[config.mk]
export PLATFORM = sky130hd
export DESIGN_NAME = apb_mst_arbiter
export DESIGN_NICKNAME = d
export VERILOG_FILES = /design/src/rtl/apb_mst_arbiter.sv
export SDC_FILE = /design/constraint.sdc
export NUM_CORES = 1
export LEC_CHECK = 0
export BUFFER_PORTS_ARGS = -buffer_cell sky130_fd_sc_hd__buf_4
export CAP_MARGIN = 5
export CORE_AREA = 2 2 126 128
export CTS_CLUSTER_DIAMETER = 150
export DETAILED_ROUTE_END_ITERATION = 10
export DIE_AREA = 0 0 128 130
export REMOVE_ABC_BUFFERS = 1
export SETUP_SLACK_MARGIN = 0.05
export SLEW_MARGIN = 20
export SYNTH_ARGS = -nofsm -noshare
export SYNTH_HDL_FRONTEND = slang
export SYNTH_SLANG_ARGS = --single-unit
[constraint.sdc]
create_clock -name pclk -period 2.4 [get_ports pclk]
set_input_delay 0 -clock pclk [delete_from_list [all_inputs] [get_ports pclk]]
set_output_delay 0 -clock pclk [all_outputs]
set_load 0.01 [all_outputs]
[src/rtl/apb_mst_arbiter.sv]
// Round-robin arbiter sharing one APB completer among MST requesters; optional ACCESS timeout via APB_ARB_TIMEOUT_EN.
// Latency: request seen in cycle 0, SETUP 1, ACCESS 2.., mst_pready pulse one cycle after slv_pready.
// Backpressure: losers hold their request with mst_pready low; one transfer in flight, slv_pready stalls ACCESS.
module apb_mst_arbiter #(
    parameter int MST     = 2,
    parameter int PADDR   = 32,
    parameter int PDATA   = 32,
    parameter int TIMEOUT = 255
) (
    input  logic                    pclk,
    input  logic                    preset_n,
    input  logic [MST-1:0]          mst_psel,
    input  logic [MST-1:0]          mst_penable,
    input  logic [MST*3-1:0]        mst_pprot,
    input  logic [MST*PADDR-1:0]    mst_paddr,
    input  logic [MST-1:0]          mst_pwrite,
    input  logic [MST*PDATA/8-1:0]  mst_pstrb,
    input  logic [MST*PDATA-1:0]    mst_pwdata,
    output logic [MST*PDATA-1:0]    mst_prdata,
    output logic [MST-1:0]          mst_pslverr,
    output logic [MST-1:0]          mst_pready,
    output logic                    slv_psel,
    output logic                    slv_penable,
    output logic [2:0]              slv_pprot,
    output logic [PADDR-1:0]        slv_paddr,
    output logic                    slv_pwrite,
    output logic [PDATA/8-1:0]      slv_pstrb,
    output logic [PDATA-1:0]        slv_pwdata,
    input  logic [PDATA-1:0]        slv_prdata,
    input  logic                    slv_pslverr,
    input  logic                    slv_pready
);

    localparam int SW = PDATA / 8;
    localparam int PW = (MST > 1) ? $clog2(MST) : 1;

    if (MST < 1 || MST > 16 || PDATA % 8 != 0 || PADDR < 1 || TIMEOUT < 1) begin : g_bad_param
        $error("apb_mst_arbiter: illegal parameter combination");
    end

    typedef enum logic [1:0] {IDLE, SETUP, ACCESS, RESP} state_t;

    state_t         state, state_nxt;
    logic [PW-1:0]  ptr, gnt;
    logic [PW-1:0]  arb_idx;
    logic           arb_vld;
    logic [MST-1:0] hi_req;
    logic           to_hit;

    logic                   slv_psel_d, slv_penable_d, slv_pwrite_d;
    logic [2:0]             slv_pprot_d;
    logic [PADDR-1:0]       slv_paddr_d;
    logic [SW-1:0]          slv_pstrb_d;
    logic [PDATA-1:0]       slv_pwdata_d;
    logic [MST-1:0]         mst_pready_d, mst_pslverr_d;
    logic [MST*PDATA-1:0]   mst_prdata_d;

    // penable carries no information for a registered replay of the request
    logic unused_penable;
    assign unused_penable = ^mst_penable;

    // Lowest requester at or above the pointer wins; otherwise wrap to the lowest overall.
    always_comb begin
        hi_req  = '0;
        arb_vld = 1'b0;
        arb_idx = '0;
        for (int i = 0; i < MST; i++) begin
            hi_req[i] = mst_psel[i] && (i >= int'(ptr));
        end
        for (int i = MST - 1; i >= 0; i--) begin
            if (mst_psel[i]) begin
                arb_vld = 1'b1;
                arb_idx = PW'(i);
            end
        end
        for (int i = MST - 1; i >= 0; i--) begin
            if (hi_req[i]) begin
                arb_idx = PW'(i);
            end
        end
    end

`ifdef APB_ARB_TIMEOUT_EN
    localparam int TW_RAW = $clog2(TIMEOUT + 1);
    localparam int TW     = (TW_RAW < 8) ? 8 : ((TW_RAW > 16) ? 16 : TW_RAW);

    logic [TW-1:0] to_cnt;

    // A ready arriving in the expiry cycle takes precedence over the timeout.
    assign to_hit = (state == ACCESS) && !slv_pready && (to_cnt == TW'(TIMEOUT - 1));

    always_ff @(posedge pclk) begin
        if (!preset_n) begin
            to_cnt <= '0;
        end else if (state == SETUP) begin
            to_cnt <= '0;
        end else if (state == ACCESS && !slv_pready) begin
            to_cnt <= to_cnt + 1'b1;
        end
    end
`else
    assign to_hit = 1'b0;
`endif

    always_comb begin
        state_nxt = state;
        case (state)
            IDLE:    if (arb_vld) state_nxt = SETUP;
            SETUP:   state_nxt = ACCESS;
            ACCESS:  if (slv_pready || to_hit) state_nxt = RESP;
            RESP:    state_nxt = IDLE;
            default: state_nxt = IDLE;
        endcase
    end

    // Next values of every registered output.
    always_comb begin
        slv_psel_d    = (state_nxt == SETUP) || (state_nxt == ACCESS);
        slv_penable_d = (state_nxt == ACCESS);
        slv_pprot_d   = slv_pprot;
        slv_paddr_d   = slv_paddr;
        slv_pwrite_d  = slv_pwrite;
        slv_pstrb_d   = slv_pstrb;
        slv_pwdata_d  = slv_pwdata;
        mst_pready_d  = '0;
        mst_pslverr_d = '0;
        mst_prdata_d  = '0;
        if (state == IDLE && arb_vld) begin
            slv_pprot_d  = mst_pprot[int'(arb_idx)*3 +: 3];
            slv_paddr_d  = mst_paddr[int'(arb_idx)*PADDR +: PADDR];
            slv_pwrite_d = mst_pwrite[arb_idx];
            slv_pstrb_d  = mst_pstrb[int'(arb_idx)*SW +: SW];
            slv_pwdata_d = mst_pwdata[int'(arb_idx)*PDATA +: PDATA];
        end
        if (state == ACCESS && state_nxt == RESP) begin
            mst_pready_d[gnt]  = 1'b1;
            mst_pslverr_d[gnt] = slv_pready ? slv_pslverr : 1'b1;
            if (slv_pready && !slv_pwrite) begin
                mst_prdata_d[int'(gnt)*PDATA +: PDATA] = slv_prdata;
            end
        end
    end

    always_ff @(posedge pclk) begin
        if (!preset_n) begin
            state       <= IDLE;
            ptr         <= '0;
            gnt         <= '0;
            slv_psel    <= 1'b0;
            slv_penable <= 1'b0;
            slv_pprot   <= '0;
            slv_paddr   <= '0;
            slv_pwrite  <= 1'b0;
            slv_pstrb   <= '0;
            slv_pwdata  <= '0;
            mst_pready  <= '0;
            mst_pslverr <= '0;
            mst_prdata  <= '0;
        end else begin
            state       <= state_nxt;
            slv_psel    <= slv_psel_d;
            slv_penable <= slv_penable_d;
            slv_pprot   <= slv_pprot_d;
            slv_paddr   <= slv_paddr_d;
            slv_pwrite  <= slv_pwrite_d;
            slv_pstrb   <= slv_pstrb_d;
            slv_pwdata  <= slv_pwdata_d;
            mst_pready  <= mst_pready_d;
            mst_pslverr <= mst_pslverr_d;
            mst_prdata  <= mst_prdata_d;
            if (state == IDLE && arb_vld) begin
                gnt <= arb_idx;
                ptr <= (arb_idx == PW'(MST - 1)) ? '0 : arb_idx + 1'b1;
            end
        end
    end

endmodule
==> results.sh <==
export IMPL_setup_viol=0
export IMPL_seq_area_frac_synth_pct=58.9
export IMPL_fillCellCount=1127
export IMPL_leakage_uw=0.00492
export IMPL_synthFlopType="dfxtp_1"
export IMPL_outcome="finished clean"
export IMPL_finalClockSkew_ps=14.7
export IMPL_cts_setup_buffers=0
export IMPL_drt_initial_drc_count=363
export IMPL_crit_fanout=72
export IMPL_rows=46
export IMPL_syn_to_final_growth_pct=100
export IMPL_antennaDiodeCount=0
export IMPL_netlist_instances=427
export IMPL_gr_total_overflow=0
export IMPL_clockBufferDepth=2
export IMPL_tightest_slew_ps=598
export IMPL_final_util_pct=64.5
export IMPL_worst_slack_ps=164
export IMPL_grt_antenna_before_repair=1
export IMPL_core_area_um2=15400
export IMPL_synthDistinctLibCells=26
export IMPL_rsz0062_at_grt="no"
export IMPL_cts_inserted_buffers=17
export IMPL_io_buffers=323
export IMPL_dp_hpwl_um=12700
export IMPL_fin_area_um2=9950
export IMPL_globalplace_congestion=0.765
export IMPL_synth_edf_count=0
export IMPL_wl_per_cell_um=18.6
export IMPL_hold_viol=0
export IMPL_synthArstFlopShare_pct=0
export IMPL_grt_max_degree=73
export IMPL_powerDensity_nw_per_um2=825
export IMPL_via_count=5472
export IMPL_total_power_uw=8200
export IMPL_holdCritPathClass="input port to flip-flop"
export IMPL_die_w_um=128
export IMPL_yosys_register_bits=146
export IMPL_syn_area_per_cell_um2=11.6
export IMPL_start_util_pct=32.2
export IMPL_cts_max_level=4
export IMPL_die_y_um=130
export IMPL_yosys_warnings=0
export IMPL_drc=0
export IMPL_setup_tns_ps=0
export IMPL_fin_nets=1108
export IMPL_ios=326
export IMPL_peakVddDrop_uv=748
export IMPL_required_ps=2700
export IMPL_cts_tree="built"
export IMPL_dp_slack_ps=209
export IMPL_post_dp_cell_area_um2=7540
export IMPL_die_area_um2=16600
export IMPL_grt_pass1_wl_um=30700
export IMPL_first_pass_iters=4
export IMPL_arrival_ps=2540
export IMPL_detail_route_antenna_nets=0
export IMPL_clk_pin_slew_ps=60
export IMPL_clock_sinks=146
export IMPL_critPathLaunchType="flip-flop"
export IMPL_grt_pass1_vias=5672
export IMPL_syn_cell_area_um2=4970
export IMPL_maxSlewHeadroom_pct=60.2
export IMPL_path_class="flip-flop to flip-flop"
export IMPL_drt_vias_per_instance=4.88
export IMPL_drv_cap=0
export IMPL_grt_usage_pct=24.2
export IMPL_clkLatencyLatePin_ps=420
export IMPL_fin_crit_ps=2240
export IMPL_drive_gt1_share_pct=39.2
export IMPL_fmax_ghz=0.447
export IMPL_cts_root_buffer="clkbuf_16"
export IMPL_fin_crit_sh_pct=93.2
export IMPL_slew_violations=0
export IMPL_wirelength_um=20900
export IMPL_crit_path_end_kind="flip-flop"
-- where the power goes --
group          internal [uW]  switching [uW]  total [uW]  leakage [uW]
registers               2830             211        3040       0.00119
logic                   1380            1190        2570       0.00345
clock network           1580            1020        2600      0.000274
total                   5790            2420        8200       0.00492
-- synth_stat cells, types with 3 or more instances --
cell type	count	share of area, %
clkbuf_2	3	0.30
inv_1	3	0.23
and3_1	74	9.3
buf_2	7	0.71
ha_1	5	1.3
dfxtp_1	146	59
clkbuf_1	18	1.4
a221o_1	72	15
buf_6	7	1.6
nor2_1	4	0.30
and2_1	70	8.8
-- registers in the layout, indices dropped and copies added, names as in the netlist --
name         count
slv_pwrite       1
mst_pready       2
slv_psel         1
slv_pstrb        4
slv_penable      1
slv_pprot        3
mst_prdata      64
ptr              1
state            2
slv_paddr       32
mst_pslverr      2
slv_pwdata      32
gnt              1
-- metrics by stage --
step,hold WS [ps],instances
after floorplan,117,390
after global placement,207,911
after detailed placement,211,911
after CTS,308,1122
after global routing,310,1122
final,321,1122
-- cells by family (layout without fill, tap and decap cells) --
| kind of cell | after synthesis | count (layout) | synth area share, % |
|---|---|---|---|
| adders and majority gates | 5 | 5 | 1.26 |
| DFF | 146 | 146 | 58.9 |
| and+or+nand+nor | 158 | 158 | 19.9 |
| AOI/OAI and AO/OA | 78 | 78 | 15.5 |
| buffers and inverters | 40 | 543 | 4.48 |
-- area by class of cell --
class	count	area [um2]	area share, %
Clock buffer	19	453	4.55
Clock inverter	11	130	1.31
Inverter	3	11.3	0.113
Multi-Input combinational cell	241	1850	18.6
Sequential cell	146	2920	29.4
Tap cell	192	240	2.42
Timing Repair Buffer	510	4340	43.6
-- critical path, stage by stage (launching register included) --
cell and delay (ps):
dfxtp_1 300, inv_1 140, ha_2 280, o21ai_4 70
buf_6 240, and3_1 250, a221o_1 270, dlygate4sd3_1 560
-- final timing paths --
| check | slack [ps] | start | cells past startpoint | end |
|---|---|---|---|---|
| worst max-delay path | 160 | state[0] | 7 | slv_paddr[5] |
| worst min-delay path | 320 | slv_prdata[10] | 3 | mst_prdata[42] |
| worst max register to register | 160 | state[0] | 7 | slv_paddr[5] |
| worst min register to register | 560 | gnt | 1 | mst_pready[0] |
-- cell usage in the layout, fill, tap and decap left out, types with 3 or more instances in the layout --
cell type        n
buf_4          324
dlygate4sd3_1  181
dfxtp_1        146
and3_1          74
a221o_1         72
and2_1          70
clkbuf_16       17
nor2_1           4
ha_1             4
clkinvlp_4       4
buf_12           4
inv_1            3
-- timing repair --
action                                 CTS  global route
endpoints found under the hold margin  144             0
setup endpoints to repair                0            45
resized for setup                        0             3
hold buffers                           181             0
-- layer usage --
metal	GRT usage, %	part of all wire, %	wire, um
met2	40.3	47	9920
met3	8.94	8.8	1840
met5	0	0.053	11
met4	10.3	3.4	715
met1	28.2	40	8400
No activity file was read; power rests on OpenSTA's default activity.
